===== src/rtl/pipeline_status.sv =====
`default_nettype none
// ============================================================================
//  Module      : pipeline_status (package)
//  Description : Shared pipeline status encodings.
//                forwards_t   - status of an instruction travelling down the
//                               pipe.
//                backwards_t  - command broadcast back up the pipe.
//                trap_cause_t - machine-mode mcause exception codes.
//  Revision    : 1.0 - initial release
// ============================================================================
package pipeline_status;

    localparam int unsigned c_XLEN = 32;

    // Encodings 11..15 are unused and are treated as illegal instructions.
    typedef enum logic [3:0] {
        BUBBLE              = 4'd0,
        VALID               = 4'd1,
        FETCH_MISALIGNED    = 4'd2,
        FETCH_FAULT         = 4'd3,
        ILLEGAL_INSTRUCTION = 4'd4,
        EBREAK              = 4'd5,
        LOAD_MISALIGNED     = 4'd6,
        LOAD_FAULT          = 4'd7,
        STORE_MISALIGNED    = 4'd8,
        STORE_FAULT         = 4'd9,
        ECALL               = 4'd10
    } forwards_t;

    typedef enum logic [1:0] {
        READY = 2'd0,
        STALL = 2'd1,
        JUMP  = 2'd2
    } backwards_t;

    typedef enum logic [3:0] {
        CAUSE_FETCH_MISALIGNED    = 4'd0,
        CAUSE_FETCH_FAULT         = 4'd1,
        CAUSE_ILLEGAL_INSTRUCTION = 4'd2,
        CAUSE_EBREAK              = 4'd3,
        CAUSE_LOAD_MISALIGNED     = 4'd4,
        CAUSE_LOAD_FAULT          = 4'd5,
        CAUSE_STORE_MISALIGNED    = 4'd6,
        CAUSE_STORE_FAULT         = 4'd7,
        CAUSE_ECALL               = 4'd11
    } trap_cause_t;

endpackage : pipeline_status
`default_nettype wire


===== src/rtl/trap_unit_cause_encode.sv =====
`default_nettype none
// ============================================================================
//  Module      : trap_cause_encode
//  Description : Combinational map from writeback status to mcause / mtval.
//  Ports       : status - writeback status (forwards_t)
//                pc     - PC of the writeback instruction
//                tval   - pipeline-supplied faulting address / bits
//                cause  - mcause exception code
//                mtval  - value destined for the mtval CSR
//  Revision    : 1.0 - initial release
// ============================================================================
module trap_cause_encode
    import pipeline_status::*;
(
    input  forwards_t   status,
    input  logic [31:0] pc,
    input  logic [31:0] tval,
    output trap_cause_t cause,
    output logic [31:0] mtval
);

    always_comb begin
        cause = CAUSE_ILLEGAL_INSTRUCTION;
        mtval = tval;
        case (status)
            FETCH_MISALIGNED:    cause = CAUSE_FETCH_MISALIGNED;
            FETCH_FAULT:         cause = CAUSE_FETCH_FAULT;
            ILLEGAL_INSTRUCTION: cause = CAUSE_ILLEGAL_INSTRUCTION;
            EBREAK: begin
                cause = CAUSE_EBREAK;
                mtval = pc;          // breakpoint reports its own address
            end
            LOAD_MISALIGNED:     cause = CAUSE_LOAD_MISALIGNED;
            LOAD_FAULT:          cause = CAUSE_LOAD_FAULT;
            STORE_MISALIGNED:    cause = CAUSE_STORE_MISALIGNED;
            STORE_FAULT:         cause = CAUSE_STORE_FAULT;
            ECALL: begin
                cause = CAUSE_ECALL;
                mtval = 32'd0;       // environment call carries no value
            end
            // BUBBLE/VALID never reach capture; unused codes are illegal.
            default:             cause = CAUSE_ILLEGAL_INSTRUCTION;
        endcase
    end

endmodule : trap_cause_encode
`default_nettype wire


===== src/rtl/trap_unit.sv =====
`default_nettype none
// ============================================================================
//  Module      : trap_unit
//  Description : Machine-mode trap/return sequencer at the writeback stage.
//                Captures exceptions into mepc/mcause/mtval, redirects fetch
//                to mtvec (trap) or mepc (MRET), and counts retirements.
//  Ports       : clk, reset   - clock, async active-high reset
//                wb_status    - status of instruction leaving writeback
//                wb_pc        - its PC
//                wb_tval      - faulting address / instruction bits
//                wb_mret      - instruction is MRET (with VALID only)
//                mtvec        - trap vector base
//                pipe_ctrl    - READY / STALL / JUMP broadcast
//                redirect_pc  - fetch target while JUMP, else 0
//                mepc, mcause, mtval - trap CSRs
//                minstret     - 64-bit retired-instruction counter
//                trap_taken   - one-cycle pulse on trap capture
//  Revision    : 1.0 - initial release
// ============================================================================
module trap_unit
    import pipeline_status::*;
(
    input  logic        clk,
    input  logic        reset,
    input  forwards_t   wb_status,
    input  logic [31:0] wb_pc,
    input  logic [31:0] wb_tval,
    input  logic        wb_mret,
    input  logic [31:0] mtvec,
    output backwards_t  pipe_ctrl,
    output logic [31:0] redirect_pc,
    output logic [31:0] mepc,
    output logic [31:0] mcause,
    output logic [31:0] mtval,
    output logic [63:0] minstret,
    output logic        trap_taken
);

    localparam logic [1:0] c_S_IDLE      = 2'd0;
    localparam logic [1:0] c_S_TRAP_JUMP = 2'd1;
    localparam logic [1:0] c_S_TRAP_HOLD = 2'd2;
    localparam logic [1:0] c_S_RET_JUMP  = 2'd3;

    logic [1:0]  r_state;
    logic [31:0] r_mepc;
    logic [3:0]  r_mcause;
    logic [31:0] r_mtval;
    logic [63:0] r_minstret;
    logic        r_trap_taken;
    // Jump target is latched when the jump is decided so that redirect_pc
    // depends only on registered state.
    logic [31:0] r_target;

    trap_cause_t w_cause;
    logic [31:0] w_mtval;
    logic        w_unused_mtvec_lo;

    assign w_unused_mtvec_lo = ^mtvec[1:0];

    trap_cause_encode u_encode (
        .status (wb_status),
        .pc     (wb_pc),
        .tval   (wb_tval),
        .cause  (w_cause),
        .mtval  (w_mtval)
    );

    always_ff @(posedge clk or posedge reset) begin
        if (reset) begin
            r_state      <= c_S_IDLE;
            r_mepc       <= 32'd0;
            r_mcause     <= 4'd0;
            r_mtval      <= 32'd0;
            r_minstret   <= 64'd0;
            r_trap_taken <= 1'b0;
            r_target     <= 32'd0;
        end else begin
            r_trap_taken <= 1'b0;
            case (r_state)
                c_S_IDLE: begin
                    if (wb_status == VALID) begin
                        r_minstret <= r_minstret + 64'd1;
                        if (wb_mret) begin
                            r_state  <= c_S_RET_JUMP;
                            r_target <= r_mepc;
                        end
                    end else if (wb_status != BUBBLE) begin
                        r_state      <= c_S_TRAP_JUMP;
                        r_mepc       <= wb_pc;
                        r_mcause     <= w_cause;
                        r_mtval      <= w_mtval;
                        r_trap_taken <= 1'b1;
                        r_target     <= {mtvec[31:2], 2'b00};
                    end
                end
                c_S_TRAP_JUMP: r_state <= c_S_TRAP_HOLD;
                c_S_TRAP_HOLD: r_state <= c_S_IDLE;
                c_S_RET_JUMP:  r_state <= c_S_IDLE;
                default:       r_state <= c_S_IDLE;
            endcase
        end
    end

    always_comb begin
        pipe_ctrl = READY;
        case (r_state)
            c_S_TRAP_JUMP: pipe_ctrl = JUMP;
            c_S_RET_JUMP:  pipe_ctrl = JUMP;
            c_S_TRAP_HOLD: pipe_ctrl = STALL;
            default:       pipe_ctrl = READY;
        endcase
    end

    assign redirect_pc = (pipe_ctrl == JUMP) ? r_target : 32'd0;
    assign mepc        = r_mepc;
    assign mcause      = {28'd0, r_mcause};
    assign mtval       = r_mtval;
    assign minstret    = r_minstret;
    assign trap_taken  = r_trap_taken;

endmodule : trap_unit
`default_nettype wire


===== config.mk =====
export PLATFORM = sky130hd
export DESIGN_NAME = trap_unit
export DESIGN_NICKNAME = d
export VERILOG_FILES = /design/src/rtl/pipeline_status.sv /design/src/rtl/trap_unit_cause_encode.sv /design/src/rtl/trap_unit.sv
export SDC_FILE = /design/constraint.sdc
export NUM_CORES = 1
export LEC_CHECK = 0
export CAP_MARGIN = 20
export CORE_MARGIN = 10
export CORE_UTILIZATION = 30
export DETAILED_ROUTE_END_ITERATION = 16
export SYNTH_ARGS = -nofsm -noshare
export SYNTH_HDL_FRONTEND = slang
export SYNTH_SLANG_ARGS = --single-unit

===== constraint.sdc =====
create_clock -name clk -period 13.65 [get_ports clk]
set_input_delay 2.73 -clock clk [delete_from_list [all_inputs] [get_ports clk]]
set_output_delay 2.73 -clock clk [all_outputs]
set_load 0.01 [all_outputs]

* After elaboration in Yosys (flattened, before gate mapping)
Cells that the tools add are included.
** Operators by class
- Div/mod/pow operators :: 0
- Add/subtract/negate cells :: 1
- Bitwise gates (word level) :: 1
- Multiply operators :: 0
- Mux-type cells :: 14
- $lt $le $gt $ge :: 0
- Reduce and logical (&&, ||, !) cells :: 9
- Shifts and indexed selects :: 0
- Equal/unequal tests :: 16
** Operators by type and width (number)
- $mux W32 :: 4
- $add A64 B1 Y64 const B :: 1
- $pmux W32 S2 :: 1
- $pmux W4 S8 :: 1
- $eq A4 B3 Y1 const B :: 3
- $eq A4 B4 Y1 const B :: 3
- $eq A4 B2 Y1 const B :: 2
- $eq A2 B2 Y1 const B :: 3
- $mux W2 :: 3
- $ne A3 B3 Y1 const B :: 2
- $pmux W2 S3 :: 1
- $reduce_and A3 Y1 :: 2
- $eq A4 B1 Y1 const B :: 1
- $pmux W2 S2 :: 1
- $reduce_and A2 Y1 :: 2
- $reduce_bool A4 Y1 :: 1
- $reduce_or A2 Y1 :: 2
- $mux W1 :: 3
- $eq A2 B1 Y1 const B :: 1
- $logic_not A2 Y1 :: 1
- $ne A2 B2 Y1 const B :: 1
- $reduce_bool A2 Y1 :: 1
- $not A1 Y1 :: 1
** Word-level totals
- Bits of input ports :: 103
- Register bits :: 167
- RAM bits :: 0
- ROM bits :: 0
- Memories :: 0
- Latch bits :: 0
- Output and inout port bits :: 195

* Longest topological paths before layout
- Depth in word-level cells :: 5
- Mapped depth :: 9

* By module
From an unflattened synthesis, not the netlist that was laid out.
** Second synthesis, totals
- Cell total of the unflattened synthesis :: 799
- Area, all modules :: 8267.9 um2
** Modules (own cells, without submodules)
- trap_unit :: cells each 677, area each 7513.5 um2, instances 1, sequential area each 4179.0 um2
- trap_cause_encode :: cells each 122, area each 754.5 um2, instances 1, sequential area each 0.0 um2

* Least setup slack after synthesis
OpenSTA, ideal clock, no wires.
- Kind :: input -> register
- From :: input port wb_status[2]
- To :: register r_minstret[55] (netlist: minstret[55])
- Data arrival time :: 4.940 ns
- Slack :: 8.582 ns
- Cell stages on the path :: 6
- Cells stage by stage :: or4b_1 > clkbuf_1 > or4_4 > nor4_1 > nand4_1 > xnor2_1
** Between the ends
- Cells in the longest elaborated chain, start to end :: 2
** RTL lines
- start: declaration :: line trap_unit.sv:25 : input forwards_t wb_status,
- $eq A4 B1 Y1 :: line trap_unit.sv:81 : if (wb_status == VALID) begin
- $reduce_and A2 Y1 (no line)
- end signal: assignment :: line trap_unit.sv:82 : r_minstret <= r_minstret + 64'd1;
- end: declaration :: line trap_unit.sv:48 : logic [63:0] r_minstret;
Every way passes these cells.
A chain may end at the register's enable or synchronous reset.

* Worst setup path in the final report
- From :: input port wb_status[3]
- To :: register r_minstret[63] (netlist: minstret[63])
The elaborated chain is that of the path after synthesis.

==> results_dict.tcl <==
set metrics [dict create \
    clockBufferDepth 2 \
    finalWeightedCongestion 0.8257 \
    endpoint_kind "register" \
    power_mw 2.125 \
    slowest_stage "or4b_1" \
    routed_wl_mm 26.85 \
    maxCapViolations 0 \
    slew_violations 0 \
    grt_pass1_vias 6912 \
    p_seq_frac 0.354 \
    ir_worst_vdd_mv 0.09277 \
    combPwrFrac 0.393 \
    tns_ns 0 \
    die_h_um 181.4 \
    status "complete, no violations" \
    crit_fanout 12 \
    avgRoutedWirePerCell_um 18.96 \
    hold_class "register to register" \
    critical-path-max-stage-delay_ns 0.86 \
    post_cts_buffers 0 \
    worstPathArrival_ns 6.13 \
    n_antenna_cell 0 \
    post-route-min-period_ns 5.796 \
    cts_htree_levels 4 \
    p_per_area_nw_per_um2 186.8 \
    yosysSeqAreaShare 0.5347 \
    synth_top_area_frac 0.5347 \
    drt_iter0_markers 426 \
    drtAntennaViolNets 0 \
    power_switching_mw 0.7399 \
    nNetsFinal 1173 \
    cts_made_buffers 17 \
    drt-pass1-iter-count 4 \
    met3_length_mm 2.754 \
    dp_hpwl_mm 19.51 \
    area_delta_synth_final_pct 45.48 \
    synth_edf_count 0 \
    p_int_mw 1.385 \
    ys_ff_latch 167 \
    leakage_nw 5.080 \
    cp-start-kind "primary input" \
    fin_crit_sh 0.4246 \
    relSlewSlack 0.3434 \
    power.share.switching 0.3483 \
    cts_resized 0 \
    hold_viol 0 \
    setup_viol 0 \
    die-area_um2 32910 \
    insertion_delay_ns 0.42 \
    cts-hold-fix-buffers 0 \
    required_ns 13.99 \
    routed-wl-met2_mm 12.35 \
    numClockSinks 167 \
    overflow 0 \
    syn_avg_cell_area_um2 9.509 \
    worstSetupPathType "primary input to register" \
    top_layer "met4" \
    grt_max_degree 104 \
    wl_met1_mm 11.54 \
    yosysWarnings 0 \
    drive_gt1_frac 0.04995 \
    synthArstFlopShare 1.000 \
    clk_pin_slew_ns 0.07 \
    synthesis.area_um2 7816 \
    critical_path_buf_inv_count 1 \
    synthCells 822 \
    yosysUniqueCellTypes 38 \
    cts_tree "yes" \
    synth_flop_cell "dfrtp_1" \
    power.share.clock 0.253 \
    crit_chain "clkdlybuf4s50_1 > or4b_1 > or4_4 > or4_1 > nor4_1 > xor2_1" \
    portBuffers 267 \
    antenna_found_initial 0 \
    worst_hold_slack_ns 0.4631 \
    io_pins 298 \
    cts-root-buf "clkbuf_16" \
    max_freq_mhz 172.5 \
    core_um2 25840 \
    rsz0062_at_grt "false" \
    synthTopCellsByArea "dfrtp_1, nand2_1, xor2_1" \
    fp-row-count 59 \
    clock_skew_ns 0.01140 \
    dieWidth_um 181.4 \
    viasPerCell 4.750 \
    critPathTopFamily "simple AND/OR/NAND/NOR gates" \
    initial_core_util 0.3025 \
    num_vias 6726 \
    fin_util 0.4401 \
    worst_pin_slew_ns 0.9849 \
    grt_pass1_wl_mm 42.03 \
    synth_top_cell_by_area "dfrtp_1" \
    grt_usage 0.1607 \
    drc_errors 0 \
]
==> final cells by class <==
type	instances	area, um^2
fillers	2555	14470
repair buffers	278	2755
clock inverters	12	191.4
well taps	335	419.2
flip-flops and latches	167	4179
clock buffers	19	452.9
multi-input cells	597	3338
inverters	8	35.03
==> synth_stat cells (2+ instances only) <==
cell type,instances
and2_1,33
nor2_1,56
o21ai_0,8
xnor2_1,26
a21oi_1,5
nand2_1,189
clkbuf_1,45
nor2b_1,2
nand2b_1,3
buf_4,28
inv_1,8
nor4_1,16
a221o_1,32
nor3b_1,5
nor3_1,18
dfrtp_1,167
buf_1,3
and3_1,42
or2_2,4
nand4_1,21
nand3_1,27
xor2_1,37
a31oi_1,30
and4_1,3
==> worst register-to-register path: stages (launching register included) <==
cell and delay, ns:
dfrtp_1 0.40, buf_4 0.24, or2_2 0.42, or4_4 0.55, or4_1 0.71, nor4_1 0.43
xor2_1 0.18
==> sequential cells by signal, summed over array words and instances, names as in the netlist <==
name	cells
mtval	32
mepc	32
minstret	64
trap_taken	1
r_target	32
r_state	2
r_mcause	4
==> routing by layer <==
layer,vias to the layer above,GRT usage
met5,-,0
met4,0,0.03449
met3,9,0.07654
met2,224,0.2519
met1,3237,0.1968
li1,3256,-
==> path summary, 6_finish.rpt <==
| kind | slack (ns) | start | cells after the start | endpoint |
|---|---|---|---|---|
| setup / recovery | 7.85 | wb_status[3] | 6 | minstret[63] |
| hold / removal | 0.46 | r_state[1] | 1 | r_state[1] |
| setup reg to reg | 10.64 | r_state[0] | 6 | minstret[63] |
| hold reg to reg | 0.46 | r_state[1] | 1 | r_state[1] |
| max in group asynchronous | 9.30 | reset | 3 | r_target[26] |
| min in group asynchronous | 2.89 | reset | 2 | mtval[26] |
==> per-stage QoR <==
step	instances	instance area, um^2	setup slack [ns]
floorplan	849	7918	6.402
detailed placement	1385	10730	7.351
global placement	1385	10730	7.331
CTS	1416	11370	7.778
global route	1416	11370	7.665
finish	1416	11370	7.854
==> layout by cell type, fill, tap and decap left out, drive strengths merged, types with 2 or more instances in the layout <==
cell type and count:
xor2 37, nor2b 2, conb 28, a221o 32, clkdlybuf4s50 267, nand2b 3, clkinvlp 3, nand3 27
nor3b 5, nor2 56, nor3 18, a21oi 5, or4 2, xnor2 26, clkinv 2, o21ai 8
a31oi 30, and3 42, buf 11, and4 3, dfrtp 167, or2 4, clkbuf 19, nor4 16
nand2 189, and2 33, bufinv 4, nand4 21, inv 11
==> cells by family after synthesis <==
group,Yosys count,share of synthesized area
AOI/OAI and AO/OA,79,0.07812
adders and majority gates,1,0.001601
other,1,0.0004798
muxes,1,0.001441
DFF,167,0.5347
and+or+nand+nor,425,0.2587
buffers and inverters,85,0.05443
xor gates and xnor gates,63,0.07059
==> power by group through the flow <==
stage | clock network [mW] | logic, mW | registers [mW]
final | 0.537 | 0.835 | 0.753
after detailed placement | 0 | 0.855 | 0.760
after CTS | 0.550 | 0.855 | 0.755
after global placement | 0 | 0.850 | 0.758
after floorplan | 0 | 0.358 | 0.781
after global routing | 0.567 | 0.917 | 0.774
(Power assumes the default switching activity.)
